## src/rtl/operand_fetch.sv

```systemverilog
// Decode / operand-fetch stage sitting directly upstream of the register file.
// It decodes one MIPS instruction per handshake and drives the register-file
// read ports. Writeback data arriving in the same cycle is bypassed into the
// operands. A per-register pending-write scoreboard stalls RAW/WAW hazards.
// Operands, the sign-extended immediate and destination info are registered
// into a single valid/ready output stage that feeds execute.
//
// Handshake semantics (both sides):
//   A transfer happens on a rising edge where valid and ready are both 1.
//   Once Out_Valid is 1, every Out_* stays stable until Out_Ready is seen.
//   In_Ready never depends on In_Valid except through the hazard term. An
//   instruction that is not valid cannot create a hazard.
module operand_fetch #(
  parameter int D_WIDTH  = 32,
  parameter int RA_WIDTH = 5
) (
  input  logic                Clk,
  input  logic                Rst,
  input  logic                In_Valid,
  output logic                In_Ready,
  input  logic [31:0]         Instr,
  output logic [RA_WIDTH-1:0] R1_Addr,
  output logic [RA_WIDTH-1:0] R2_Addr,
  output logic                R1_en,
  output logic                R2_en,
  input  logic [D_WIDTH-1:0]  R1_Data,
  input  logic [D_WIDTH-1:0]  R2_Data,
  input  logic                WB_en,
  input  logic [RA_WIDTH-1:0] WB_Addr,
  input  logic [D_WIDTH-1:0]  WB_Data,
  output logic                Out_Valid,
  input  logic                Out_Ready,
  output logic [D_WIDTH-1:0]  Out_Rs_Data,
  output logic [D_WIDTH-1:0]  Out_Rt_Data,
  output logic [D_WIDTH-1:0]  Out_Imm,
  output logic [RA_WIDTH-1:0] Out_Dst,
  output logic                Out_Wr,
  output logic [31:0]         Out_Instr
);

  localparam int NREG = 1 << RA_WIDTH;

  // Instruction classes that matter to this stage.
  typedef enum logic [1:0] {
    CLS_NONE    = 2'd0,  // no reads, no write
    CLS_RTYPE   = 2'd1,  // reads rs, rt; writes rd
    CLS_IMM_WR  = 2'd2,  // reads rs; writes rt (addi/andi/ori/lw)
    CLS_RD_ONLY = 2'd3   // reads rs, rt; no write (sw/beq)
  } cls_e;

  logic [5:0]          op;
  logic [RA_WIDTH-1:0] rs_a;
  logic [RA_WIDTH-1:0] rt_a;
  logic [RA_WIDTH-1:0] rd_a;
  cls_e                cls;
  logic                uses_rs;
  logic                uses_rt;
  logic [RA_WIDTH-1:0] dst;
  logic                wr;

  logic                wb_hit_rs;
  logic                wb_hit_rt;
  logic                wb_hit_dst;
  logic                pend_rs;
  logic                pend_rt;
  logic                pend_dst;
  logic                hazard;
  logic                in_ready;
  logic                accept;

  logic [D_WIDTH-1:0]  rs_data;
  logic [D_WIDTH-1:0]  rt_data;
  logic [D_WIDTH-1:0]  imm_ext;

  logic [NREG-1:0]     sb_q;
  logic [NREG-1:0]     sb_d;

  logic                out_valid_q;
  logic [D_WIDTH-1:0]  rs_q;
  logic [D_WIDTH-1:0]  rt_q;
  logic [D_WIDTH-1:0]  imm_q;
  logic [RA_WIDTH-1:0] dst_q;
  logic                wr_q;
  logic [31:0]         instr_q;

  assign op   = Instr[31:26];
  assign rs_a = RA_WIDTH'(Instr[25:21]);
  assign rt_a = RA_WIDTH'(Instr[20:16]);
  assign rd_a = RA_WIDTH'(Instr[15:11]);

  // Classify the opcode and derive source usage and destination.
  // Non-writing classes report destination 0, so Out_Dst is only meaningful with Out_Wr.
  always_comb begin
    cls = CLS_NONE;
    case (op)
      6'h00:                      cls = CLS_RTYPE;
      6'h08, 6'h0C, 6'h0D, 6'h23: cls = CLS_IMM_WR;
      6'h2B, 6'h04:               cls = CLS_RD_ONLY;
      default:                    cls = CLS_NONE;
    endcase
    uses_rs = (cls != CLS_NONE);
    uses_rt = (cls == CLS_RTYPE) || (cls == CLS_RD_ONLY);
    dst     = '0;
    if (cls == CLS_RTYPE)  dst = rd_a;
    if (cls == CLS_IMM_WR) dst = rt_a;
    wr      = (dst != '0);
  end

  // Hazard detection against the scoreboard, with same-cycle writeback treated as resolved.
  always_comb begin
    wb_hit_rs  = WB_en && (WB_Addr == rs_a);
    wb_hit_rt  = WB_en && (WB_Addr == rt_a);
    wb_hit_dst = WB_en && (WB_Addr == dst);
    pend_rs    = sb_q[rs_a] && !wb_hit_rs;
    pend_rt    = sb_q[rt_a] && !wb_hit_rt;
    pend_dst   = sb_q[dst]  && !wb_hit_dst;
    hazard     = In_Valid && ((uses_rs && pend_rs) || (uses_rt && pend_rt) || (wr && pend_dst));
    in_ready   = Rst && (!out_valid_q || Out_Ready) && !hazard;
    accept     = In_Valid && in_ready;
  end

  // Operand select: $0 or unused port gives zero, else bypass, else register file.
  always_comb begin
    rs_data = R1_Data;
    if (!uses_rs || (rs_a == '0)) rs_data = '0;
    else if (wb_hit_rs)           rs_data = WB_Data;
    rt_data = R2_Data;
    if (!uses_rt || (rt_a == '0)) rt_data = '0;
    else if (wb_hit_rt)           rt_data = WB_Data;
    imm_ext = {{(D_WIDTH-16){Instr[15]}}, Instr[15:0]};
  end

  // Scoreboard next state: writeback clears first, then an accepted write sets (set wins).
  always_comb begin
    sb_d = sb_q;
    if (WB_en)         sb_d[WB_Addr] = 1'b0;
    if (accept && wr)  sb_d[dst]     = 1'b1;
    sb_d[0] = 1'b0;
  end

  // Output stage and scoreboard registers; reset discards any pending output.
  always_ff @(posedge Clk) begin
    if (!Rst) begin
      sb_q        <= '0;
      out_valid_q <= 1'b0;
      rs_q        <= '0;
      rt_q        <= '0;
      imm_q       <= '0;
      dst_q       <= '0;
      wr_q        <= 1'b0;
      instr_q     <= '0;
    end else begin
      sb_q <= sb_d;
      if (accept) begin
        out_valid_q <= 1'b1;
        rs_q        <= rs_data;
        rt_q        <= rt_data;
        imm_q       <= imm_ext;
        dst_q       <= dst;
        wr_q        <= wr;
        instr_q     <= Instr;
      end else if (Out_Ready) begin
        out_valid_q <= 1'b0;
      end
    end
  end

  assign In_Ready    = in_ready;
  assign R1_Addr     = rs_a;
  assign R2_Addr     = rt_a;
  assign R1_en       = In_Valid && uses_rs;
  assign R2_en       = In_Valid && uses_rt;
  assign Out_Valid   = out_valid_q;
  assign Out_Rs_Data = rs_q;
  assign Out_Rt_Data = rt_q;
  assign Out_Imm     = imm_q;
  assign Out_Dst     = dst_q;
  assign Out_Wr      = wr_q;
  assign Out_Instr   = instr_q;

endmodule

```

## config.mk

```make
export PLATFORM = sky130hd
export DESIGN_NAME = operand_fetch
export DESIGN_NICKNAME = d
export VERILOG_FILES = /design/src/rtl/operand_fetch.sv
export SDC_FILE = /design/constraint.sdc
export NUM_CORES = 1
export LEC_CHECK = 0
export ABC_AREA = 1
export BUFFER_PORTS_ARGS = -buffer_cell sky130_fd_sc_hd__buf_4
export CAP_MARGIN = 20
export CELL_PAD_IN_SITES_DETAIL_PLACEMENT = 2
export CELL_PAD_IN_SITES_GLOBAL_PLACEMENT = 2
export CORE_MARGIN = 4
export CORE_UTILIZATION = 22
export DETAILED_ROUTE_END_ITERATION = 6
export GPL_TIMING_DRIVEN = 1
export PLACE_DENSITY = 0.83
export SETUP_SLACK_MARGIN = 0.4
export SKIP_LAST_GASP = 1
export SLEW_MARGIN = 20
export SYNTH_ARGS = -nofsm -noshare
export SYNTH_HDL_FRONTEND = slang
export SYNTH_SLANG_ARGS = --single-unit
```

## constraint.sdc

```tcl
create_clock -name Clk -period 2.1 [get_ports Clk]
set_input_delay 0.21 -clock Clk [delete_from_list [all_inputs] [get_ports Clk]]
set_output_delay 0.21 -clock Clk [all_outputs]
set_load 0.01 [all_outputs]
```

Yosys cells after proc, flatten, opt, wreduce, memory -nomap -nowiden

Cells that the tools add are included.

Register bits: 151
Bits of input ports: 138
Output and inout port bits: 148
Word-level logic and storage cells: 90

Magnitude comparators: 6
Equality and inequality tests: 12
Multiplexer cells: 21
Bitwise gates (word level): 3
Reduce and logical (&&, ||, !) cells: 39

Operator list:

| cell               | count |
|---|---|
| $mux 32            | 6 |
| $and 32x32->32     | 1 |
| $not 32->32        | 1 |
| $or 32x32->32      | 1 |
| $lt 5x6->1 const B | 4 |
| $eq 6x4->1 const B | 3 |
| $logic_and 1x1->1  | 18 |
| $bmux 1 s5         | 3 |
| $eq 5x5->1         | 3 |
| $eq 6x6->1 const B | 2 |
| $demux 1 s5        | 2 |
| $ge 5x1->1 const B | 2 |
| $logic_not 5->1    | 2 |
| $mux 5             | 2 |
| $logic_not 1->1    | 7 |
| $mux 1             | 7 |
| $eq 6x3->1 const B | 1 |
| $logic_not 6->1    | 1 |
| $logic_or 1x1->1   | 6 |
| $pmux 2 s3         | 1 |
| $reduce_bool 5->1  | 1 |
| $eq 2x2->1 const B | 2 |
| $reduce_bool 2->1  | 2 |
| $reduce_or 4->1    | 1 |
| 2 further kinds    | 2 |

Longest topological paths before layout

Depth in word-level cells: 18
Gate-level depth with buffers: 22
Mapped depth without buffers: 19

Least setup slack after synthesis

No wires, ideal clock.

Path kind: input to register
Start: input Instr[18]
End: register rs_q[21] (netlist: Out_Rs_Data[21])
Library setup time: 0.070 ns
Arrival: 2.202 ns
Data required time: 2.030 ns
Path slack: -0.172 ns
Stages on the path: 13
Path buffers: 3
Cells stage by stage: clkbuf_1 > xor2_1 > nor4_1 > nor2_1 > nand3_1 > nand2_1 > inv_1 > nand4_4 > inv_2 > buf_4 > buf_6 > nand2_1 > a21oi_1

Cells in the longest elaborated chain, start to end: 11
Elaborated cells on any way between the ends: 22
Those cells by class: eq/ne: 2; mux: 5; reduce/logical: 15

RTL lines:

| item                                                           | RTL line | RTL |
|---|---|---|
| start: declaration                                             | 21       | `input logic [31:0] Instr,` |
| parallel branches: the longest is 6 deep, another holds $mux 5 | -        |  |
| $logic_or 1x1->1 *                                             | 117      | `hazard = In_Valid && ((uses_rs && pend_rs) \|\| (uses_rt && pend_rt) \|\| (wr && pend_dst));` |
| $logic_and 1x1->1 *                                            | 117      |  |
| $logic_not 1->1 *                                              | 118      | `in_ready = Rst && (!out_valid_q \|\| Out_Ready) && !hazard;` |
| $logic_and 1x1->1 *                                            | 118      |  |
| $logic_and 1x1->1 *                                            | 119      | `accept = In_Valid && in_ready;` |
| end signal: assignment                                         | 156      | `rs_q <= rs_data;` |
| end: declaration                                               | 79       | `logic [D_WIDTH-1:0] rs_q;` |

Mark *: on every way between the ends. The select of a mux whose other input is x is not followed.
A chain may end at the register's enable or synchronous reset.

Final worst setup path

Start: input Instr[30]
End: register sb_q[24]

Cells in the longest elaborated chain, start to end: 18
Elaborated cells on any way between the ends: 41
Those cells by class: order compare: 2; eq/ne: 10; mux: 8; bitwise: 1; reduce/logical: 20

RTL lines:

| item                                                            | RTL line | RTL |
|---|---|---|
| $eq 6x4->1 (tied with other cells)                              | 95       | `case (op)` |
| $reduce_or 4->1 / $reduce_or 2->1 (equally long branches)       | 95       |  |
| $pmux 2 s3 *                                                    | 95       |  |
| parallel branches: the longest is 14 deep, another holds $mux 5 | -        |  |
| $mux 32 *                                                       | 137      | `if (accept && wr) sb_d[dst] = 1'b1;` |
| end signal: assignment                                          | 144      | `sb_q <= '0;` |
| end signal: assignment                                          | 153      | `sb_q <= sb_d;` |
| end: declaration                                                | 75       | `logic [NREG-1:0] sb_q;` |

Marked as above.

==> flow_summary.yaml <==
placed_design:
  io_buffers: 285
  gp_congestion: 0.8937
  dp_hpwl_um: 32510
min_path:
  whs_path_depth: 3
  min_to: "Out_Imm[6]$_SDFFE_PN0P_"
  hold_start: "Instr[6]"
  hp-class: "primary input to register"
logic_synthesis:
  synth_ff_type: "dfxtp_1"
  syn_nets: 1333
  synthTopCellsByCount: "nand2_1 (468), a21oi_1 (218), dfxtp_1 (134), inv_1 (58), buf_4 (51)"
  ys_top_cells_by_area: "dfxtp_1 (36%), nand2_1 (23%), a21oi_1 (14%), buf_4 (5.1%), inv_1 (2.9%)"
  synth_edf_count: 0
  yosysTopAreaCellShare: 0.3563
  ys_types: 35
  synth_area_um2: 7530
  yosysWarnings: 0
  ys_seq_elements: 134
  synth_async_sr_flop_share: 0
  synthCells: 1195
  synth_most_common_cell: "nand2_1"
  ys_seq_area_frac: 0.3563
  synth.largest_area_cell: "dfxtp_1"
  syn_area_per_cell_um2: 6.301
timing:
  worst_pin_slew_ns: 0.9577
  hold_viol: 1
  period_needed_ns: 2.978
  setup_violations: 136
  slew_viol_final: 0
  fin_worst_skew_ns: 0.02056
  fin_setup_tns_ns: -88.25
  min_period_over_period: 1.418
  relSlewSlack: 0.3592
  holdWs_ns: -0.002272
  setup_ws_ns: -0.8783
  grt_setup_unrepaired: "yes"
  max_freq_mhz: 335.8
floorplanning:
  placement_rows: 67
  die_area_um2: 37250
  die_x_um: 193
  fp.coreArea_um2: 33620
  initial_utilization: 0.2240
  num_io_pins: 286
  die_y_um: 193
detailed_routing:
  detail-route-antenna-nets: 0
  drtPass1Iterations: 7
  dr.first_iter.drc_count: 925
  vias: 11280
  routedWlPerCell_um: 30.69
  wirelength_um: 63110
  drcViolationCount: 0
  viasPerCell: 5.486
cts:
  clock_sinks: 134
  clk_latency_ns: 0.47
  clockBufferDepth: 2
  htreeDepth: 4
  cts_buffers: 17
  clk_pin_slew_worst_paths_ns: 0.08
  cts_tree: "yes"
  holdBufCountCts: 0
  cts-root-buf: "clkbuf_16"
grt:
  grt_start_max_net_pins: 135
  antenna_found_initial: 3
  grt_first_pass_wirelength_um: 81230
  grt_use_total: 0.2923
  overflow: 0
  use_met1: 0.3238
  busiest_layer: "met2"
  use_met2: 0.5081
  grt_pass1_vias: 12310
  met3_usage: 0.07652
run_status:
  violations: "hold timing, setup timing"
  outcome: "finished with violations"
pwr:
  p_int_mw: 5.213
  p_sw_mw: 2.591
  p_comb_frac: 0.244
  p_per_area_nw_per_um2: 566.2
  p_leak_nw: 6.061
  p_clk_frac: 0.418
  ir_drop_mv: 0.6794
  power_switching_share: 0.3320
  pwr-share-seq: 0.338
setup_path:
  cp_max_fo: 8
  cp.arrival_ns: 3.29
  crit_required_ns: 2.42
  r2r_start: "sb_q[15]$_SDFF_PN0_"
  r2r_slack_ns: -0.73
  crit_path_end_kind: "register"
  worst_r2r_path_depth: 15
  crit_type: "primary input to register"
  critPathLaunchType: "primary input"
  timing.rr.end: "sb_q[24]$_SDFF_PN0_"
final_layout:
  utilization: 0.4100
  regArea_um2: 2685
  fin_nets: 1733
  final.fill_count: 3745
  multi_input_area_um2: 5046
  areaGrowthSynthToFinish_pct: 83.05
  layout-drive-gt1-share: 0.4798
job:
  drv_cap: 0
-- cells by family (layout without fill, tap and decap cells) --
logic type | count (synthesis) | count (layout) | share of synthesized area
AND/OR/NAND/NOR | 577 | 577 | 0.3066
XOR/XNOR | 4 | 4 | 0.004652
AO/OA/AOI/OAI | 302 | 302 | 0.2149
other | 0 | 1 | 0
flip-flops | 134 | 134 | 0.3563
buffers and inverters | 178 | 590 | 0.1176
-- layout by cell type (no fill, tap or decap), types with 3 or more instances in the layout --
cell,count
a21oi_1,169
a21oi_2,45
a21oi_4,4
a31oi_1,3
buf_12,27
buf_16,19
buf_4,419
buf_6,15
buf_8,7
clkbuf_16,20
clkinv_2,4
clkinv_4,4
dfxtp_1,132
inv_1,45
inv_2,14
inv_4,4
nand2_1,349
nand2_2,76
nand2_4,44
nand3_1,25
nand3_2,5
nand3_4,4
nand3b_1,6
nand4_1,3
nor2_1,19
nor2_2,8
nor2_4,18
nor3_1,14
o2111ai_1,5
o211ai_1,6
o21ai_0,35
o21ai_1,5
o21ai_2,7
o21ai_4,4
o221ai_1,8
o22ai_1,4
xor2_1,4
-- flip-flops by register name, indices dropped and copies added (netlist names) --
signal	flops
Out_Dst	5
Out_Imm	15
Out_Instr	17
Out_Rs_Data	32
Out_Rt_Data	32
Out_Valid	1
Out_Wr	1
sb_q	31
-- layout make-up --
cell class | count | area share
multi-input cells | 883 | 0.3661
repair buffers | 491 | 0.3331
flip-flops and latches | 134 | 0.1948
well taps | 448 | 0.04067
clock buffers | 20 | 0.03241
inverters | 66 | 0.02160
clock inverters | 11 | 0.009168
repair inverters | 2 | 0.001997
diodes | 1 | 0.0001816
-- worst max-delay path, stage by stage --
cell	delay [ns]
buf_8	0.11
nor2_4	0.21
buf_12	0.15
nand3_4	0.08
nand2_4	0.12
o21ai_4	0.09
nand2_4	0.11
buf_12	0.14
buf_16	0.13
nand2_1	0.09
nand2_1	0.12
nand2_1	0.11
nand2_1	0.16
nand2_1	0.10
nand2_2	0.11
nor2_4	0.05
nand3_4	0.10
nand4_4	0.18
buf_12	0.22
clkinv_16	0.08
clkbuf_16	0.18
a21oi_4	0.06
nor2_1	0.35
-- layer usage --
layer  share of wire  vias up
li1                -     4670
met3           0.086      306
met2            0.48      748
met4           0.075        4
met1            0.36     5552
met5         0.00043        -
-- power by group through the flow --
stage / Clock, mW / Combinational, mW / Sequential [mW]
2_1_floorplan: 0 / 0.558 / 2.69
3_3_place_gp: 0 / 1.24 / 2.68
3_5_place_dp: 0 / 1.27 / 2.68
4_1_cts: 3.12 / 1.63 / 2.63
5_1_grt: 3.36 / 1.97 / 2.64
6_report: 3.26 / 1.91 / 2.64
-- through the flow --
stage | cell area, µm² | setup slack [ns] | total power, mW | instances
floorplan | 7767 | -0.01379 | 3.251 | 1195
global route | 13780 | -0.9452 | 7.974 | 2055
detailed placement | 10990 | -0.7328 | 3.958 | 1953
CTS | 13070 | -0.3534 | 7.382 | 2038
global placement | 10990 | -0.5268 | 3.918 | 1953
finish | 13780 | -0.8783 | 7.803 | 2056
-- repair_timing --
| item | 4_1_cts | 5_1_grt |
|---|---|---|
| buffers inserted | 37 | 12 |
| cloned | 17 | 5 |
| gates resized for setup | 190 | 156 |
| pin swaps | 43 | 51 |
| setup endpoints to repair | 137 | 155 |
-- how the worst max path moves through the flow --
stage	start	to	slack, ns
after floorplan	Instr[30]	Out_Rs_Data[21]$_SDFFE_PN0P_	-0.01
after global placement	Instr[26]	Out_Rs_Data[31]$_SDFFE_PN0P_	-0.53
after detailed placement	Instr[26]	Out_Imm[5]$_SDFFE_PN0P_	-0.73
after CTS	Instr[28]	In_Ready	-0.35
after global routing	Instr[30]	sb_q[28]$_SDFF_PN0_	-0.95
final	Instr[30]	sb_q[24]$_SDFF_PN0_	-0.88
Note: power is estimated with default switching activity, not from simulation.
